**config.mk**
```make
export PLATFORM = sky130hd
export DESIGN_NAME = timer_cap_filter_flat
export DESIGN_NICKNAME = d
export VERILOG_FILES = /design/src/rtl/timer_cap_filter_pkg.sv /design/src/rtl/timer_cap_filter_if.sv /design/src/rtl/timer_cap_filter_tick.sv /design/src/rtl/timer_cap_filter.sv /design/src/flat_wrapper.sv
export SDC_FILE = /design/constraint.sdc
export NUM_CORES = 1
export LEC_CHECK = 0
export CORE_UTILIZATION = 55
export CTS_BUF_LIST = sky130_fd_sc_hd__clkbuf_8 sky130_fd_sc_hd__clkbuf_16
export DETAILED_ROUTE_END_ITERATION = 12
export PLACE_DENSITY = 0.83
export SETUP_SLACK_MARGIN = 0.5
export SLEW_MARGIN = 5
export SYNTH_ARGS = -nofsm -noshare
export SYNTH_HDL_FRONTEND = slang
export SYNTH_SLANG_ARGS = --single-unit
```
**constraint.sdc**
```tcl
create_clock -name clk_i -period 5.3 [get_ports clk_i]
set_input_delay 1.06 -clock clk_i [delete_from_list [all_inputs] [get_ports clk_i]]
set_output_delay 1.06 -clock clk_i [all_outputs]
set_load 0.005 [all_outputs]
```
**src/rtl/timer_cap_filter_pkg.sv**
```systemverilog
// Shared defaults, polarity encodings and helpers for the capture-input filter.
package timer_cap_filter_pkg;

   localparam int unsigned TIM_FLT_SYNC_STAGE   = 2;
   localparam int unsigned TIM_FLT_PSC_WIDTH    = 8;
   localparam int unsigned TIM_FLT_LEN_WIDTH    = 4;
   localparam int unsigned TIM_FLT_GLITCH_WIDTH = 8;

   localparam logic TIM_FLT_POL_NORM = 1'b0;
   localparam logic TIM_FLT_POL_INV  = 1'b1;

   // Filtered level doubles as the filter FSM state.
   typedef enum logic [0:0] {
      LvlLow  = 1'b0,
      LvlHigh = 1'b1
   } lvl_e;

   function automatic logic [TIM_FLT_GLITCH_WIDTH-1:0] glitch_sat_inc(
      input logic [TIM_FLT_GLITCH_WIDTH-1:0] val
   );
      if (&val) begin
         return val;
      end
      return val + 1'b1;
   endfunction

endpackage

```
**src/rtl/timer_cap_filter_if.sv**
```systemverilog
// Configuration, raw pin and filtered outputs of the capture-input filter.
// TIMER_CAP_FILTER_GLITCH_CNT_EN adds the rejected-glitch counter signals.
interface timer_cap_filter_if
   import timer_cap_filter_pkg::*;
#(
   parameter int unsigned PSC_WIDTH = TIM_FLT_PSC_WIDTH,
   parameter int unsigned FLT_WIDTH = TIM_FLT_LEN_WIDTH
);

   logic                 en_i;
   logic                 pol_i;
   logic [PSC_WIDTH-1:0] psc_i;
   logic [FLT_WIDTH-1:0] flt_len_i;
   logic                 dat_i;
   logic                 dat_o;
   logic                 rise_o;
   logic                 fall_o;
`ifdef TIMER_CAP_FILTER_GLITCH_CNT_EN
   logic                            glitch_clr_i;
   logic [TIM_FLT_GLITCH_WIDTH-1:0] glitch_cnt_o;

   modport master (
      output en_i, pol_i, psc_i, flt_len_i, dat_i, glitch_clr_i,
      input  dat_o, rise_o, fall_o, glitch_cnt_o
   );

   modport slave (
      input  en_i, pol_i, psc_i, flt_len_i, dat_i, glitch_clr_i,
      output dat_o, rise_o, fall_o, glitch_cnt_o
   );
`else
   modport master (
      output en_i, pol_i, psc_i, flt_len_i, dat_i,
      input  dat_o, rise_o, fall_o
   );

   modport slave (
      input  en_i, pol_i, psc_i, flt_len_i, dat_i,
      output dat_o, rise_o, fall_o
   );
`endif

endinterface

```
**src/rtl/timer_cap_filter_tick.sv**
```systemverilog
// Sample prescaler: one tick every psc_i+1 enabled cycles, restarting from 0 on enable.
module timer_cap_filter_tick #(
   parameter int unsigned PSC_WIDTH = 8
) (
   input  logic                 clk_i,
   input  logic                 rst_i,
   input  logic                 en_i,
   input  logic [PSC_WIDTH-1:0] psc_i,
   output logic                 tick_o
);

   logic [PSC_WIDTH-1:0] psc_cnt_q;
   logic [PSC_WIDTH-1:0] psc_cnt_d;

   // ">=" lets a lowered psc_i fire on the next cycle instead of wrapping.
   always_comb begin
      tick_o    = en_i && (psc_cnt_q >= psc_i);
      psc_cnt_d = psc_cnt_q + 1'b1;
      if (!en_i || tick_o) begin
         psc_cnt_d = '0;
      end
   end

   always_ff @(posedge clk_i) begin
      if (rst_i) begin
         psc_cnt_q <= '0;
      end else begin
         psc_cnt_q <= psc_cnt_d;
      end
   end

endmodule

```
**src/rtl/timer_cap_filter.sv**
```systemverilog
// Capture-pin conditioner: synchronizer, sample prescaler and N-sample glitch filter.
// TIMER_CAP_FILTER_GLITCH_CNT_EN adds a saturating rejected-glitch counter.
module timer_cap_filter
   import timer_cap_filter_pkg::*;
#(
   parameter int unsigned SYNC_STAGE = TIM_FLT_SYNC_STAGE,
   parameter int unsigned PSC_WIDTH  = TIM_FLT_PSC_WIDTH,
   parameter int unsigned FLT_WIDTH  = TIM_FLT_LEN_WIDTH
) (
   input logic               clk_i,
   input logic               rst_i,
   timer_cap_filter_if.slave cap_io
);

   logic [SYNC_STAGE-1:0] sync_q;
   logic                  smp;
   lvl_e                  smp_lvl;
   logic                  tick;

   lvl_e                  lvl_q, lvl_d;
   logic [FLT_WIDTH-1:0]  flt_cnt_q, flt_cnt_d;
   logic [FLT_WIDTH:0]    flt_cnt_inc;
   logic                  rise_q, rise_d;
   logic                  fall_q, fall_d;
   logic                  bypass;

   always_ff @(posedge clk_i) begin
      if (rst_i) begin
         sync_q <= '0;
      end else begin
         sync_q <= {sync_q[SYNC_STAGE-2:0], cap_io.dat_i};
      end
   end

   assign smp     = sync_q[SYNC_STAGE-1] ^ cap_io.pol_i;
   assign smp_lvl = lvl_e'(smp);
   assign bypass  = (cap_io.flt_len_i == '0);

   timer_cap_filter_tick #(
      .PSC_WIDTH (PSC_WIDTH)
   ) u_tick (
      .clk_i  (clk_i),
      .rst_i  (rst_i),
      .en_i   (cap_io.en_i),
      .psc_i  (cap_io.psc_i),
      .tick_o (tick)
   );

   // One extra bit so flt_cnt+1 cannot wrap before the length compare.
   assign flt_cnt_inc = {1'b0, flt_cnt_q} + 1'b1;

   always_comb begin
      lvl_d     = lvl_q;
      flt_cnt_d = flt_cnt_q;
      rise_d    = 1'b0;
      fall_d    = 1'b0;
      if (!cap_io.en_i) begin
         flt_cnt_d = '0;
      end else if (bypass) begin
         flt_cnt_d = '0;
         if (smp_lvl != lvl_q) begin
            lvl_d  = smp_lvl;
            rise_d = (smp_lvl == LvlHigh);
            fall_d = (smp_lvl == LvlLow);
         end
      end else if (tick) begin
         if (smp_lvl == lvl_q) begin
            flt_cnt_d = '0;
         end else if (flt_cnt_inc < {1'b0, cap_io.flt_len_i}) begin
            flt_cnt_d = flt_cnt_inc[FLT_WIDTH-1:0];
         end else begin
            lvl_d     = smp_lvl;
            flt_cnt_d = '0;
            rise_d    = (smp_lvl == LvlHigh);
            fall_d    = (smp_lvl == LvlLow);
         end
      end
   end

   always_ff @(posedge clk_i) begin
      if (rst_i) begin
         lvl_q     <= LvlLow;
         flt_cnt_q <= '0;
         rise_q    <= 1'b0;
         fall_q    <= 1'b0;
      end else begin
         lvl_q     <= lvl_d;
         flt_cnt_q <= flt_cnt_d;
         rise_q    <= rise_d;
         fall_q    <= fall_d;
      end
   end

   assign cap_io.dat_o  = (lvl_q == LvlHigh);
   assign cap_io.rise_o = rise_q;
   assign cap_io.fall_o = fall_q;

`ifdef TIMER_CAP_FILTER_GLITCH_CNT_EN
   logic [TIM_FLT_GLITCH_WIDTH-1:0] glitch_cnt_q, glitch_cnt_d;
   logic                            glitch_evt;

   // A partial run that ended with the sample agreeing again is a rejected glitch.
   assign glitch_evt = tick && !bypass && (flt_cnt_q != '0) && (smp_lvl == lvl_q);

   always_comb begin
      glitch_cnt_d = glitch_cnt_q;
      if (cap_io.glitch_clr_i) begin
         glitch_cnt_d = '0;
      end else if (glitch_evt) begin
         glitch_cnt_d = glitch_sat_inc(glitch_cnt_q);
      end
   end

   always_ff @(posedge clk_i) begin
      if (rst_i) begin
         glitch_cnt_q <= '0;
      end else begin
         glitch_cnt_q <= glitch_cnt_d;
      end
   end

   assign cap_io.glitch_cnt_o = glitch_cnt_q;
`endif

endmodule

```
**src/flat_wrapper.sv**
```systemverilog
// flat-port wrapper written by rule: the top's interface ports become plain ports
module timer_cap_filter_flat import timer_cap_filter_pkg::*;
#(
   parameter int unsigned SYNC_STAGE = TIM_FLT_SYNC_STAGE,
   parameter int unsigned PSC_WIDTH  = TIM_FLT_PSC_WIDTH,
   parameter int unsigned FLT_WIDTH  = TIM_FLT_LEN_WIDTH
)
  (clk_i, rst_i, cap_io_en_i, cap_io_pol_i, cap_io_psc_i, cap_io_flt_len_i, cap_io_dat_i, cap_io_dat_o, cap_io_rise_o, cap_io_fall_o);
  timer_cap_filter_if #(.PSC_WIDTH(PSC_WIDTH), .FLT_WIDTH(FLT_WIDTH)) cap_io_i ();
  input logic clk_i;
  input logic rst_i;
  input wire logic [$bits(cap_io_i.en_i)-1:0] cap_io_en_i;
  input wire logic [$bits(cap_io_i.pol_i)-1:0] cap_io_pol_i;
  input wire logic [$bits(cap_io_i.psc_i)-1:0] cap_io_psc_i;
  input wire logic [$bits(cap_io_i.flt_len_i)-1:0] cap_io_flt_len_i;
  input wire logic [$bits(cap_io_i.dat_i)-1:0] cap_io_dat_i;
  output wire logic [$bits(cap_io_i.dat_o)-1:0] cap_io_dat_o;
  output wire logic [$bits(cap_io_i.rise_o)-1:0] cap_io_rise_o;
  output wire logic [$bits(cap_io_i.fall_o)-1:0] cap_io_fall_o;
  assign cap_io_i.en_i = cap_io_en_i;
  assign cap_io_i.pol_i = cap_io_pol_i;
  assign cap_io_i.psc_i = cap_io_psc_i;
  assign cap_io_i.flt_len_i = cap_io_flt_len_i;
  assign cap_io_i.dat_i = cap_io_dat_i;
  assign cap_io_dat_o = cap_io_i.dat_o;
  assign cap_io_rise_o = cap_io_i.rise_o;
  assign cap_io_fall_o = cap_io_i.fall_o;
  timer_cap_filter #(.SYNC_STAGE(SYNC_STAGE), .PSC_WIDTH(PSC_WIDTH), .FLT_WIDTH(FLT_WIDTH)) u_core (.clk_i(clk_i), .rst_i(rst_i), .cap_io(cap_io_i));
endmodule
```
==> reports/qor.csv <==
stage;metric;value;unit
outcome;outcome;finished, final reports clean;
hold_path;worstHoldStart;u_core.sync_q[0]$_SDFF_PP0_;
global_route;total_routing_usage_gr;19.9;%
critical_path;timing.reg2reg.setup_slack;3130;ps
clocking;cts_resized;0;
clocking;clockBufferDepth;2;
clocking;clock_sinks;17;
yosys;postSynthRegisterBits;17;
yosys;yosysTopAreaCell;dfxtp_1;
floorplanning;die_area;0.00213;mm^2
global_route;antenna_found_initial;0;
drt;viasPerCell;5.40;
global_route;grtUsageMet3;5.10;%
drt;average_wire_length_per_cell_after_detail_routing;11.7;um
floorplanning;placement_rows;15;
clocking;postCtsSetupRepairBufs;0;
timing;maxClockFrequency;335;MHz
yosys;largest_cells_by_area_after_synthesis;dfxtp_1 32%, ha_1 17%, xnor2_1 4.9%;
timing;period_minus_slack;2990;ps
floorplanning;fp.dieW;46.2;um
critical_path;r2r.worst_path.cells;8;
finish;area.growth.synth_to_final;25.1;%
placed_design;place.port_buffers;19;
placed_design;gp_congestion;0.784;
timing;timing.final.max_slew_violations;0;
clocking;clock_insertion_delay_worst_skew;250;ps
power;swShare;26.1;%
clocking;cts-buffers-inserted;3;
global_route;global_route.peak_usage_layer;met2;
floorplanning;io_pins;20;
global_route;global_route_wire_length_before_repair;2980;um
yosys;async_reset_ff_share;0;%
power;pwr_density_cell;221;mW/mm^2
yosys;synth_cell_types;33;
timing;worst_slew_margin_rel;63.8;%
hold_path;timing.hold.worst_endpoint;u_core.sync_q[1]$_SDFF_PP0_;
critical_path;timing.critical_path.required;5490;ps
power;seq_power_share;46.0;%
drt;drt_first_iter_violations;10;
power;sw_pwr;77.6;uW
drt;ant_nets;0;
hold_path;worst_hold_path_type;reg2reg;
yosys;synth_top_area_share;31.7;%
yosys;syn-num-nets;153;
yosys;post_synth_inst_count;121;
clocking;cts.root.buffer_cell;clkbuf_8;
clocking;tritoncts_clock_tree;done;
timing;timing.final.hold_violations;0;
critical_path;cp.arrival;3180;ps
power;p_total;297;uW
clocking;clkTransAtPathRegs;70;ps
critical_path;critPathMaxFanout;4;
critical_path;start_kind;input pin;
global_route;groute.layer.met1.usage;18.8;%
drt;detailroute.via_count;913;
drt;drcViolationCount;0;
yosys;synth_edf_count;0;
yosys;synth_sequential_area_ratio;31.7;%
finish;drive_gt1_share;6.94;%
critical_path;critical_path_class;in2reg;
drt;drt_pass1_iterations;4;
global_route;grt_remaining_overflow;0;
global_route;first_global_vias;810;
timing;whs;447;ps
yosys;synth_area;0.00107;mm^2
timing;total_neg_setup_slack;0;ps
timing;fin_worst_skew;3.86;ps
clocking;cts.hold.buffers_added;0;
critical_path;critical_path.endpoint_type;flop;
critical_path;regToRegEndpoint;u_core.cap_io.rise_o$_SDFF_PP0_;
power;power.ir.vdd_worst;186;uV
power;power.leakage;0.596;nW
global_route;grt_max_degree;12;
finish;final_net_count;177;
yosys;commonest_register_cell_after_synthesis;dfxtp_1;
power;internal_power;220;uW
floorplanning;core;0.00178;mm^2
timing;min_period_over_period;56.4;%
yosys;syn-mean-instance-area;8.88;um^2
global_route;use_met2;38.9;%
power;pwr-share-comb;21.1;%
power;power.share.clock;32.9;%
placed_design;place.detailed.hpwl;1660;um
floorplanning;die_y;46.2;um
timing;rsz0062_at_grt;false;
finish;insertedDiodeCount;0;
yosys;yosys_warnings;0;
flow_run;drv_cap;0;
hold_path;timing.hold.worst_path_depth;1;
floorplanning;effective_utilization_at_floorplan;60.3;%
drt;drt-total-wl;1970;um
clocking;ctsHtreeMaxLevel;1;
timing;setup_viol;0;
critical_path;reg2reg_from;u_core.flt_cnt_q[0]$_SDFFE_PP0P_;
timing;worst-slew-pin-transition;538;ps
[metrics by stage]
stage	area (um^2)	util [%]	setup slack (ps)	instances
after floorplan	1070	-	2720	121
after global placement	1300	72.7	2230	165
after detailed placement	1300	72.7	2130	165
after CTS	1350	75.4	2310	169
after global routing	1350	75.4	2180	169
final	1350	75.4	2310	169
[final cells by class]
class / instances / area (um^2)
inverter: 13 / 48.8
tap: 25 / 31.3
timing repair buffer: 19 / 190
fill: 131 / 438
sequential: 17 / 340
clock inverter: 1 / 7.51
multi-input combinational: 91 / 686
clock buffer: 3 / 41.3
[cell families (layout without fill, tap and decap cells)]
kind of cell | count (synthesis) | in the layout | share of synthesized area [%]
and+or+nand+nor | 46 | 46 | 22.9
xor gates and xnor gates | 9 | 9 | 7.33
AOI/OAI and AO/OA | 21 | 21 | 16.1
adders and majority gates | 15 | 15 | 17.5
buffers and inverters | 13 | 36 | 4.54
DFF | 17 | 17 | 31.7
[routing by layer]
metal / part of all wire, % / routed length (um) / up-vias
met1: 42 / 837 / 414
li1: - / - / 472
met4: 1.8 / 35 / 0
met5: 0 / 0 / -
met3: 3.8 / 75 / 5
met2: 52 / 1030 / 22
[sequential cells by signal, summed over array words and instances, names as in the netlist]
register,count
u_core.cap_io.rise_o,1
u_core.u_tick.psc_cnt_q,8
u_core.sync_q,2
u_core.cap_io.dat_o,1
u_core.cap_io.fall_o,1
u_core.flt_cnt_q,4
[cell usage in the layout, fill, tap and decap left out]
cell             count
o21ai_2              2
xor2_1               3
inv_1               13
a21oi_1              2
ha_1                15
nor4_1               1
clkinvlp_4           1
o21a_1               1
o21ai_0              1
a22o_1               2
a211oi_1             1
clkdlybuf4s50_1     19
or4b_1               1
nand4b_1             1
nor3_1               3
nand3_1              8
xnor2_1              6
or4_1                1
or3_1                2
nand2_1              7
dfxtp_1             17
o21ai_1              4
nor2b_1              6
a21o_1               1
and3_1               3
a41oi_4              1
a21boi_0             1
o32a_1               1
o41ai_1              1
clkbuf_8             3
o22a_1               1
o211ai_1             1
a41o_1               1
nor2_2               2
nand2b_4             1
nor2_1              10
[power groups by stage]
stage | Sequential (mW) | Clock [mW] | Combinational, mW
6_report | 0.137 | 0.0977 | 0.0628
5_1_grt | 0.137 | 0.103 | 0.0698
4_1_cts | 0.137 | 0.0996 | 0.0635
3_5_place_dp | 0.140 | 0 | 0.0629
3_3_place_gp | 0.140 | 0 | 0.0598
2_1_floorplan | 0.139 | 0 | 0.0356
[cell usage after synthesis (3+ instances only)]
master	number
and3_1	3
dfxtp_1	17
ha_1	15
inv_1	13
nand2_1	7
nand3_1	8
nor2_1	10
nor2b_1	6
nor3_1	3
o21ai_1	4
xnor2_1	6
xor2_1	3
[worst max-delay path, cell delays in order]
cell             delay, ps
clkdlybuf4s50_1        410
xnor2_1                310
inv_1                  110
ha_1                   330
nor2b_1                230
nand2_1                100
or4b_1                 480
o21ai_1                140
[how the worst max path moves through the flow]
stage	start	slack (ps)	to	cells past startpoint
6_report	cap_io_pol_i	2310	u_core.flt_cnt_q[2]$_SDFFE_PP0P_	8
5_1_grt	cap_io_pol_i	2180	u_core.flt_cnt_q[2]$_SDFFE_PP0P_	8
4_1_cts	cap_io_pol_i	2310	u_core.flt_cnt_q[2]$_SDFFE_PP0P_	8
3_5_place_dp	cap_io_pol_i	2130	u_core.flt_cnt_q[2]$_SDFFE_PP0P_	8
3_3_place_gp	cap_io_pol_i	2230	u_core.flt_cnt_q[2]$_SDFFE_PP0P_	8
2_1_floorplan	cap_io_pol_i	2720	u_core.flt_cnt_q[2]$_SDFFE_PP0P_	7
(Power assumes the default switching activity.)
